### config.mk
export PLATFORM = sky130hd
export DESIGN_NAME = rect_filler_flat
export DESIGN_NICKNAME = d
export VERILOG_FILES = /design/src/rtl/rect_filler_if.sv /design/src/rtl/rect_filler.sv /design/src/flat_wrapper.sv
export SDC_FILE = /design/constraint.sdc
export NUM_CORES = 1
export LEC_CHECK = 0
export CAP_MARGIN = 20
export CORE_MARGIN = 3
export CORE_UTILIZATION = 54
export CTS_BUF_LIST = sky130_fd_sc_hd__clkbuf_16
export CTS_CLUSTER_DIAMETER = 40
export DETAILED_ROUTE_END_ITERATION = 16
export GPL_TIMING_DRIVEN = 0
export PLACE_DENSITY = 0.9
export SYNTH_ARGS = -nofsm -noshare
export SYNTH_HDL_FRONTEND = slang
export SYNTH_SLANG_ARGS = --single-unit
### constraint.sdc
create_clock -name clk -period 9 [get_ports clk]
set_input_delay 0.9 -clock clk [delete_from_list [all_inputs] [get_ports clk]]
set_output_delay 0.9 -clock clk [all_outputs]
set_load 0.03 [all_outputs]
### src/rtl/rect_filler_if.sv
// Command and memory-port bundle for rect_filler.
// The slave side is the filler itself. The master side is whatever issues
// rectangles and owns the MIG address/write-data FIFOs.
interface rect_filler_if #(
    parameter int COORD_W = 10
);
    // Command handshake
    logic               valid;
    logic               ready;
    logic [23:0]        color;
    logic [COORD_W-1:0] x0;
    logic [COORD_W-1:0] y0;
    logic [COORD_W-1:0] x1;
    logic [COORD_W-1:0] y1;

    // MIG address FIFO
    logic               af_full;
    logic               af_wr_en;
    logic [30:0]        af_addr_din;

    // MIG write-data FIFO
    logic               wdf_full;
    logic               wdf_wr_en;
    logic [127:0]       wdf_din;
    logic [15:0]        wdf_mask_din;

    modport master (
        output valid, color, x0, y0, x1, y1, af_full, wdf_full,
        input  ready, af_wr_en, af_addr_din, wdf_wr_en, wdf_din, wdf_mask_din
    );

    modport slave (
        input  valid, color, x0, y0, x1, y1, af_full, wdf_full,
        output ready, af_wr_en, af_addr_din, wdf_wr_en, wdf_din, wdf_mask_din
    );
endinterface

### src/rtl/rect_filler.sv
// Rectangle filler: paints an axis-aligned, frame-clipped rectangle with one
// colour by writing 8-pixel blocks (one address push, two data words) to the
// DDR frame buffer. Byte masks protect pixels outside the rectangle in the
// partially covered blocks at the left and right edges.
module rect_filler #(
    parameter int          FRAME_W    = 800,
    parameter int          FRAME_H    = 600,
    parameter int          COORD_W    = 10,
    parameter logic [30:0] FB_BASE    = 31'h0010_0000,
    parameter int          LINE_SHIFT = 10
) (
    input  logic         clk,
    input  logic         rst,
    rect_filler_if.slave bus
);
    // One extra bit so that xb + 8 and y + 1 never wrap.
    localparam int CW = COORD_W + 1;
    typedef logic [CW-1:0] coord_t;

    localparam coord_t X_MAX = coord_t'(FRAME_W - 1);
    localparam coord_t Y_MAX = coord_t'(FRAME_H - 1);

    typedef enum logic [1:0] {IDLE, CHECK, ADDR, DATA1} state_t;

    state_t       state;
    logic         ready_q;
    logic [23:0]  color_q;
    coord_t       x0_q, y0_q, cx1_q, cy1_q;
    coord_t       xb_q, y_q;
    logic [30:0]  addr_q;
    logic [127:0] din_q;
    logic [15:0]  mask_q;   // mask of the word currently presented
    logic [15:0]  mask1_q;  // word-1 mask of the current block, staged

    logic         af_fire, wdf1_fire;
    coord_t       in_x1, in_y1, clip_x1, clip_y1;
    coord_t       xb_first, xb_last, nxt_xb, nxt_y;
    logic         last_in_row, last_blk, empty;
    logic [15:0]  nxt_mask0, nxt_mask1;
    logic [30:0]  nxt_addr;

    // Mask for four consecutive pixels starting at base: a pixel outside
    // [lo, hi] has all four of its bytes suppressed.
    function automatic logic [15:0] word_mask(coord_t base, coord_t lo, coord_t hi);
        logic [15:0] m;
        coord_t      px;
        m = '0;
        for (int k = 0; k < 4; k++) begin
            px = base + coord_t'(k);
            m[4*k +: 4] = {4{(px < lo) || (px > hi)}};
        end
        return m;
    endfunction

    // FIFO pushes are combinational so a push never costs a cycle of latency.
    assign af_fire   = (state == ADDR) && !bus.af_full && !bus.wdf_full;
    assign wdf1_fire = (state == DATA1) && !bus.wdf_full;

    assign bus.af_wr_en     = af_fire;
    assign bus.wdf_wr_en    = af_fire || wdf1_fire;
    assign bus.ready        = ready_q;
    assign bus.af_addr_din  = addr_q;
    assign bus.wdf_din      = din_q;
    assign bus.wdf_mask_din = mask_q;

    // Clip incoming corners and work out the block that will be issued next.
    always_comb begin
        // NOTE: every output of a combinational block gets a default first so no path can infer a latch.
        in_x1       = coord_t'(bus.x1);
        in_y1       = coord_t'(bus.y1);
        clip_x1     = (in_x1 > X_MAX) ? X_MAX : in_x1;
        clip_y1     = (in_y1 > Y_MAX) ? Y_MAX : in_y1;
        xb_first    = {x0_q[CW-1:3], 3'b000};
        xb_last     = {cx1_q[CW-1:3], 3'b000};
        last_in_row = (xb_q == xb_last);
        last_blk    = last_in_row && (y_q == cy1_q);
        empty       = (x0_q > cx1_q) || (y0_q > cy1_q);
        nxt_xb      = xb_q + coord_t'(8);
        nxt_y       = y_q;
        if (state == CHECK) begin
            nxt_xb = xb_first;
            nxt_y  = y0_q;
        end else if (last_in_row) begin
            nxt_xb = xb_first;
            nxt_y  = y_q + coord_t'(1);
        end
        nxt_addr  = FB_BASE + (31'(nxt_y) << LINE_SHIFT) + 31'(nxt_xb);
        nxt_mask0 = word_mask(nxt_xb, x0_q, cx1_q);
        nxt_mask1 = word_mask(nxt_xb + coord_t'(4), x0_q, cx1_q);
    end

    // Command FSM; output buses are registered and only change when a block
    // is loaded or word 0 is accepted, so they stay put while stalled.
    always_ff @(posedge clk) begin
        // NOTE: sequential state uses non-blocking assignments so every register samples pre-edge values.
        if (rst) begin
            state   <= IDLE;
            ready_q <= 1'b1;
            color_q <= '0;
            x0_q    <= '0;
            y0_q    <= '0;
            cx1_q   <= '0;
            cy1_q   <= '0;
            xb_q    <= '0;
            y_q     <= '0;
            addr_q  <= '0;
            din_q   <= '0;
            mask_q  <= '1;
            mask1_q <= '1;
        end else begin
            unique case (state)
                IDLE: begin
                    if (bus.valid) begin
                        color_q <= bus.color;
                        x0_q    <= coord_t'(bus.x0);
                        y0_q    <= coord_t'(bus.y0);
                        cx1_q   <= clip_x1;
                        cy1_q   <= clip_y1;
                        ready_q <= 1'b0;
                        state   <= CHECK;
                    end
                end
                CHECK: begin
                    if (empty) begin
                        ready_q <= 1'b1;
                        state   <= IDLE;
                    end else begin
                        xb_q    <= nxt_xb;
                        y_q     <= nxt_y;
                        addr_q  <= nxt_addr;
                        mask_q  <= nxt_mask0;
                        mask1_q <= nxt_mask1;
                        din_q   <= {4{8'h00, color_q}};
                        state   <= ADDR;
                    end
                end
                ADDR: begin
                    if (af_fire) begin
                        mask_q <= mask1_q;
                        state  <= DATA1;
                    end
                end
                DATA1: begin
                    if (wdf1_fire) begin
                        if (last_blk) begin
                            ready_q <= 1'b1;
                            state   <= IDLE;
                        end else begin
                            xb_q    <= nxt_xb;
                            y_q     <= nxt_y;
                            addr_q  <= nxt_addr;
                            mask_q  <= nxt_mask0;
                            mask1_q <= nxt_mask1;
                            state   <= ADDR;
                        end
                    end
                end
                default: state <= IDLE;
            endcase
        end
    end
endmodule
### src/flat_wrapper.sv
// flat-port wrapper written by rule: the top's interface ports become plain ports
module rect_filler_flat 
#(
    parameter int          FRAME_W    = 800,
    parameter int          FRAME_H    = 600,
    parameter int          COORD_W    = 10,
    parameter logic [30:0] FB_BASE    = 31'h0010_0000,
    parameter int          LINE_SHIFT = 10
)
  (clk, rst, bus_valid, bus_color, bus_x0, bus_y0, bus_x1, bus_y1, bus_af_full, bus_wdf_full, bus_ready, bus_af_wr_en, bus_af_addr_din, bus_wdf_wr_en, bus_wdf_din, bus_wdf_mask_din);
  rect_filler_if #(.COORD_W(COORD_W)) bus_i ();
  input  logic clk;
  input  logic rst;
  input wire logic [$bits(bus_i.valid)-1:0] bus_valid;
  input wire logic [$bits(bus_i.color)-1:0] bus_color;
  input wire logic [$bits(bus_i.x0)-1:0] bus_x0;
  input wire logic [$bits(bus_i.y0)-1:0] bus_y0;
  input wire logic [$bits(bus_i.x1)-1:0] bus_x1;
  input wire logic [$bits(bus_i.y1)-1:0] bus_y1;
  input wire logic [$bits(bus_i.af_full)-1:0] bus_af_full;
  input wire logic [$bits(bus_i.wdf_full)-1:0] bus_wdf_full;
  output wire logic [$bits(bus_i.ready)-1:0] bus_ready;
  output wire logic [$bits(bus_i.af_wr_en)-1:0] bus_af_wr_en;
  output wire logic [$bits(bus_i.af_addr_din)-1:0] bus_af_addr_din;
  output wire logic [$bits(bus_i.wdf_wr_en)-1:0] bus_wdf_wr_en;
  output wire logic [$bits(bus_i.wdf_din)-1:0] bus_wdf_din;
  output wire logic [$bits(bus_i.wdf_mask_din)-1:0] bus_wdf_mask_din;
  assign bus_i.valid = bus_valid;
  assign bus_i.color = bus_color;
  assign bus_i.x0 = bus_x0;
  assign bus_i.y0 = bus_y0;
  assign bus_i.x1 = bus_x1;
  assign bus_i.y1 = bus_y1;
  assign bus_i.af_full = bus_af_full;
  assign bus_i.wdf_full = bus_wdf_full;
  assign bus_ready = bus_i.ready;
  assign bus_af_wr_en = bus_i.af_wr_en;
  assign bus_af_addr_din = bus_i.af_addr_din;
  assign bus_wdf_wr_en = bus_i.wdf_wr_en;
  assign bus_wdf_din = bus_i.wdf_din;
  assign bus_wdf_mask_din = bus_i.wdf_mask_din;
  rect_filler #(.FRAME_W(FRAME_W), .FRAME_H(FRAME_H), .COORD_W(COORD_W), .FB_BASE(FB_BASE), .LINE_SHIFT(LINE_SHIFT)) u_core (.clk(clk), .rst(rst), .bus(bus_i));
endmodule
==> results.env <==
RUN_STATUS='finished, final reports clean'
FINALNETCOUNT=1968
RR_STARTPOINT='u_core.xb_q[0]'
CLOCK_PATH_BUFFERS=2
SYNTH-COMPOUND-AREA-SHARE_PCT=16.4
YOSYSWARNINGS=0
GRT_PASS1_WL_UM=58700
SEQ_AREA_SQ_MM=0.00266
MOST-COMMON-LAYOUT-CELLS='204 x sky130_fd_sc_hd__clkdlybuf4s50_1, 184 x sky130_fd_sc_hd__nand2_1, 170 x sky130_fd_sc_hd__ha_1, 139 x sky130_fd_sc_hd__buf_4, 133 x sky130_fd_sc_hd__dfxtp_1'
YS_SEQ_ELEMENTS=133
TOTAL_POWER_mW=2.43
SYNTH_TOP_FLOP_CELL='sky130_fd_sc_hd__dfxtp_1'
DOMINANT_COMBINATIONAL_CELL_FAMILY_BY_AREA_AFTER_SYNTHESIS='simple AND/OR/NAND/NOR gates'
CTS_TREE='done'
FLOORPLAN.ROWS=53
POST-ROUTE-DRC-COUNT=0
NUMBER_OF_ENDPOINTS_WITH_NEGATIVE_HOLD_SLACK_IN_THE_FINAL_REPORT=0
SYNTH.LIB_CELLS_USED.DISTINCT=84
CLOCK_TREE.HTREE_LEVEL_COUNT=4
INITIAL_CORE_UTIL_PCT=55.4
WORST_PATH_MAX_DELAY_CELL='sky130_fd_sc_hd__o21ai_1'
MULTIINPUTGATEAREA_SQ_MM=0.00775
HOLD_CLASS='flop to flop'
CLOCK-SINKS=133
P_LEAK_nW=6.44
HOLD_DEPTH=2
YOSYSSEQAREASHARE_PCT=22.6
SYNTH_SIMPLE_GATE_AREA_SHARE_PCT=19.5
DIODES_INSERTED=0
TOTAL_WIRELENGTH_OF_THE_DETAILED_ROUTED_DESIGN_UM=38200
FINALSETUPTNS_NS=0
CTS.HOLD.BUFFERS_ADDED=0
PLACE.PORT_BUFFERS=204
ROUTED_WIRE_LENGTH_PER_INSTANCE_UM=18.9
USE_MET3_PCT=5.57
DIE_AREA_SQ_MM=0.0236
WORSTPATHARRIVAL_NS=6.77
DRT_FIRST_ITER_VIOLATIONS=1122
MAX_CAP_VIOLATIONS=0
CPPEAKSTAGEDELAY_NS=0.53
TRACK_USAGE_PCT=30.9
GRT_SETUP_UNREPAIRED='false'
GRTUSAGEMET2_PCT=51.3
FILLCELLCOUNT=1668
HOLD_PATH_END='u_core.color_q[9]'
DRIVE_ABOVE_1_SHARE_PCT=12.5
GRT_REMAINING_OVERFLOW=0
SETUP.WORST_PATH.START_CLASS='flop'
FIRST_GLOBAL_VIAS=11200
WORST-PATH-BUF-INV=3
IOS=247
FINAL-MAX-SLEW-VIOLATION-COUNT=0
SYNTH-ADDER-AREA-SHARE_PCT=18.1
CELL_CHAIN_CRITICAL_PATH='nor4_4 -> nand4_4 -> o21ai_2 -> buf_2 -> nand2_1 -> o21ai_1 -> ha_1 -> buf_1 -> nand2_1 -> xnor2_1 -> nor2_1 -> a31oi_2 -> inv_1 -> and2_1 -> nand3_1 -> xnor2_1 -> ha_1 -> nand3_1 -> o41a_1 -> a211oi_1 -> a21oi_1 -> a211o_1'
INSERTION_DELAY_NS=0.43
GRT_ANTENNA_BEFORE_REPAIR=0
FIN_CRIT_SH_PCT=71.7
CTS_REPAIR_RESIZE_COUNT=0
MAX_SLEW.WORST_PIN.SLEW_NS=1.17
CTS.REPAIR_TIMING.SETUP_BUFFER_COUNT=0
PATH_CLK_SLEW_NS=0.07
SYNTH_EDF_COUNT=0
FLOORPLAN.DIE.HEIGHT_UM=154
AREA_DELTA_SYNTH_FINAL_PCT=26.4
FP.COREAREA_SQ_MM=0.0212
FIN_CRIT_NS=6.46
WORSTPATHMAXFANOUT=10
SETUP_VIOLATIONS=0
VIAS_PER_CELL=5.77
RELSLEWSLACK_PCT=21.5
DIE_SPAN_X_UM=154
CLK_ROOT_BUFFER_CELL='sky130_fd_sc_hd__clkbuf_16'
FMAX_MHz=155
HOLDCRITSTARTPOINT='u_core.color_q[9]'
R2R_CELLS=22
YOSYS.AREA_SHARE.XOR_XNOR_PCT=7.16
GRT_MAX_DEGREE=17
POWER_PER_CELL_AREA_mW_PER_MM2=164
IRDROPWORSTVDD_V=0.000164
SETUP.WORST_PATH.END_CLASS='flop'
NETLIST_INSTANCES=1466
GPL.FINAL_WEIGHTED_CONGESTION=0.967
CRIT_TYPE='flop to flop'
NUM_VIAS=11600
CLOCK-SKEW-FINAL_NS=0.0104
ANT_NETS=0
WORSTREG2REGEND='u_core.mask1_q[7]'
SYNTH_ASYNC_RESET_RATIO_PCT=0
CRITPATHTOPFAMILY='compound AO/OA/AOI/OAI gates'
SYNTHMUXAREASHARE_PCT=3.51
MOSTFREQUENTLAYOUTCELL='sky130_fd_sc_hd__clkdlybuf4s50_1'
CRITICAL_PATH_REQUIRED_NS=9.31
GRT_BUSIEST_LAYER='met2'
SYNTH_AREA_PER_CELL_SQ_UM=8.03
FIRST_PASS_ITERS=7
GRT_UTIL_MET1_PCT=38.3
POST_SYNTH_INSTANCE_AREA_SQ_MM=0.0118
DP.FINAL_HPWL_UM=30000
CTS_INSERTED_BUFFERS=17
REG2REG_SETUP_SLACK_NS=2.54
## per-layer routing
| metal | up-vias | wire length (um) |
|---|---|---|
| met2 | 636 | 17800 |
| met1 | 5388 | 15100 |
| met4 | 0 | 2020 |
| met3 | 135 | 3260 |
| met5 | - | 0 |
| li1 | 5481 | - |
## where the power goes
part           switching, mW  leakage [nW]  internal (mW)
Combinational          0.638          5.08          0.452
Clock                  0.301         0.273          0.363
Sequential            0.0447          1.08          0.632
Total                  0.984          6.44           1.45
## stage by stage
stage	hold slack (ns)	util (%)	worst slack, ns	cell area [sq um]	instances
after floorplan	0.430	-	4.25	11900	1506
after global placement	0.439	67.4	2.95	14300	1985
after detailed placement	0.446	67.4	2.80	14300	1985
after CTS	0.455	70.1	2.74	14900	2017
after global routing	0.469	70.1	2.37	14900	2017
final	0.455	70.1	2.54	14900	2017
## worst reg2reg max path: stages, from the launching register on
cell and delay, ns:
sky130_fd_sc_hd__dfxtp_1 0.42, sky130_fd_sc_hd__nor4_4 0.38, sky130_fd_sc_hd__nand4_4 0.25, sky130_fd_sc_hd__o21ai_2 0.32
sky130_fd_sc_hd__buf_2 0.29, sky130_fd_sc_hd__nand2_1 0.07, sky130_fd_sc_hd__o21ai_1 0.53, sky130_fd_sc_hd__ha_1 0.32
sky130_fd_sc_hd__buf_1 0.43, sky130_fd_sc_hd__nand2_1 0.14, sky130_fd_sc_hd__xnor2_1 0.16, sky130_fd_sc_hd__nor2_1 0.06
sky130_fd_sc_hd__a31oi_2 0.53, sky130_fd_sc_hd__inv_1 0.21, sky130_fd_sc_hd__and2_1 0.24, sky130_fd_sc_hd__nand3_1 0.10
sky130_fd_sc_hd__xnor2_1 0.14, sky130_fd_sc_hd__ha_1 0.33, sky130_fd_sc_hd__nand3_1 0.09, sky130_fd_sc_hd__o41a_1 0.41
sky130_fd_sc_hd__a211oi_1 0.49, sky130_fd_sc_hd__a21oi_1 0.14, sky130_fd_sc_hd__a211o_1 0.28
## sequential cells by signal, indices dropped and copies added, names as in the netlist
| name | flops |
|---|---|
| u_core.bus.wdf_mask_din | 4 |
| u_core.cy1_q | 10 |
| u_core.cx1_q | 10 |
| u_core.bus.af_addr_din | 12 |
| u_core.bus.wdf_din | 24 |
| u_core.mask1_q | 4 |
| u_core.state | 2 |
| u_core.xb_q | 11 |
| u_core.y_q | 11 |
| u_core.x0_q | 10 |
| u_core.color_q | 24 |
| u_core.y0_q | 10 |
| u_core.bus.ready | 1 |
## kinds of logic after synthesis
group	after synthesis
xor gates and xnor gates	91
adders and majority gates	170
other	1
DFF	133
muxes	40
and+or+nand+nor	475
buffers and inverters	255
AOI/OAI and AO/OA	301
## synth_stat cells, drive strengths merged (13+ instances only)
cell type  instances  share of area (%)
inv               60                1.9
nor3              25                1.1
mux2i             40                3.5
a211oi            13               0.87
buf              154                9.5
nand4             17                1.2
nor2b             18               0.96
dfxtp            133                 23
clkbuf            41                1.3
nand2b            17               0.90
xnor2             61                4.9
o21ai             56                2.4
xor2              30                2.3
nand3             39                1.7
nand2            184                5.9
a21oi            125                5.4
ha               170                 18
a21o              20                1.3
nor2             116                3.7
## worst max-delay path by stage
| stage | start | endpoint | slack (ns) | cells after the start |
|---|---|---|---|---|
| final | u_core.xb_q[0] | u_core.mask1_q[7] | 2.54 | 22 |
| after detailed placement | u_core.xb_q[0] | u_core.mask1_q[7] | 2.80 | 22 |
| after global routing | u_core.xb_q[4] | u_core.mask1_q[7] | 2.37 | 23 |
| after CTS | u_core.xb_q[0] | u_core.mask1_q[7] | 2.74 | 22 |
| after floorplan | u_core.xb_q[0] | u_core.mask1_q[7] | 4.25 | 22 |
| after global placement | u_core.xb_q[0] | u_core.mask1_q[7] | 2.95 | 22 |
## final cells by class
| cell class | count | area share (%) |
|---|---|---|
| plain buffers | 195 | 8.56 |
| clock buffers | 17 | 2.86 |
| clock inverters | 15 | 0.934 |
| inverters | 60 | 1.52 |
| multi-input cells | 1118 | 52.2 |
| flip-flops and latches | 133 | 17.9 |
| well taps | 275 | 2.31 |
| repair buffers | 204 | 13.7 |
Power figures use the tool's default switching activity.
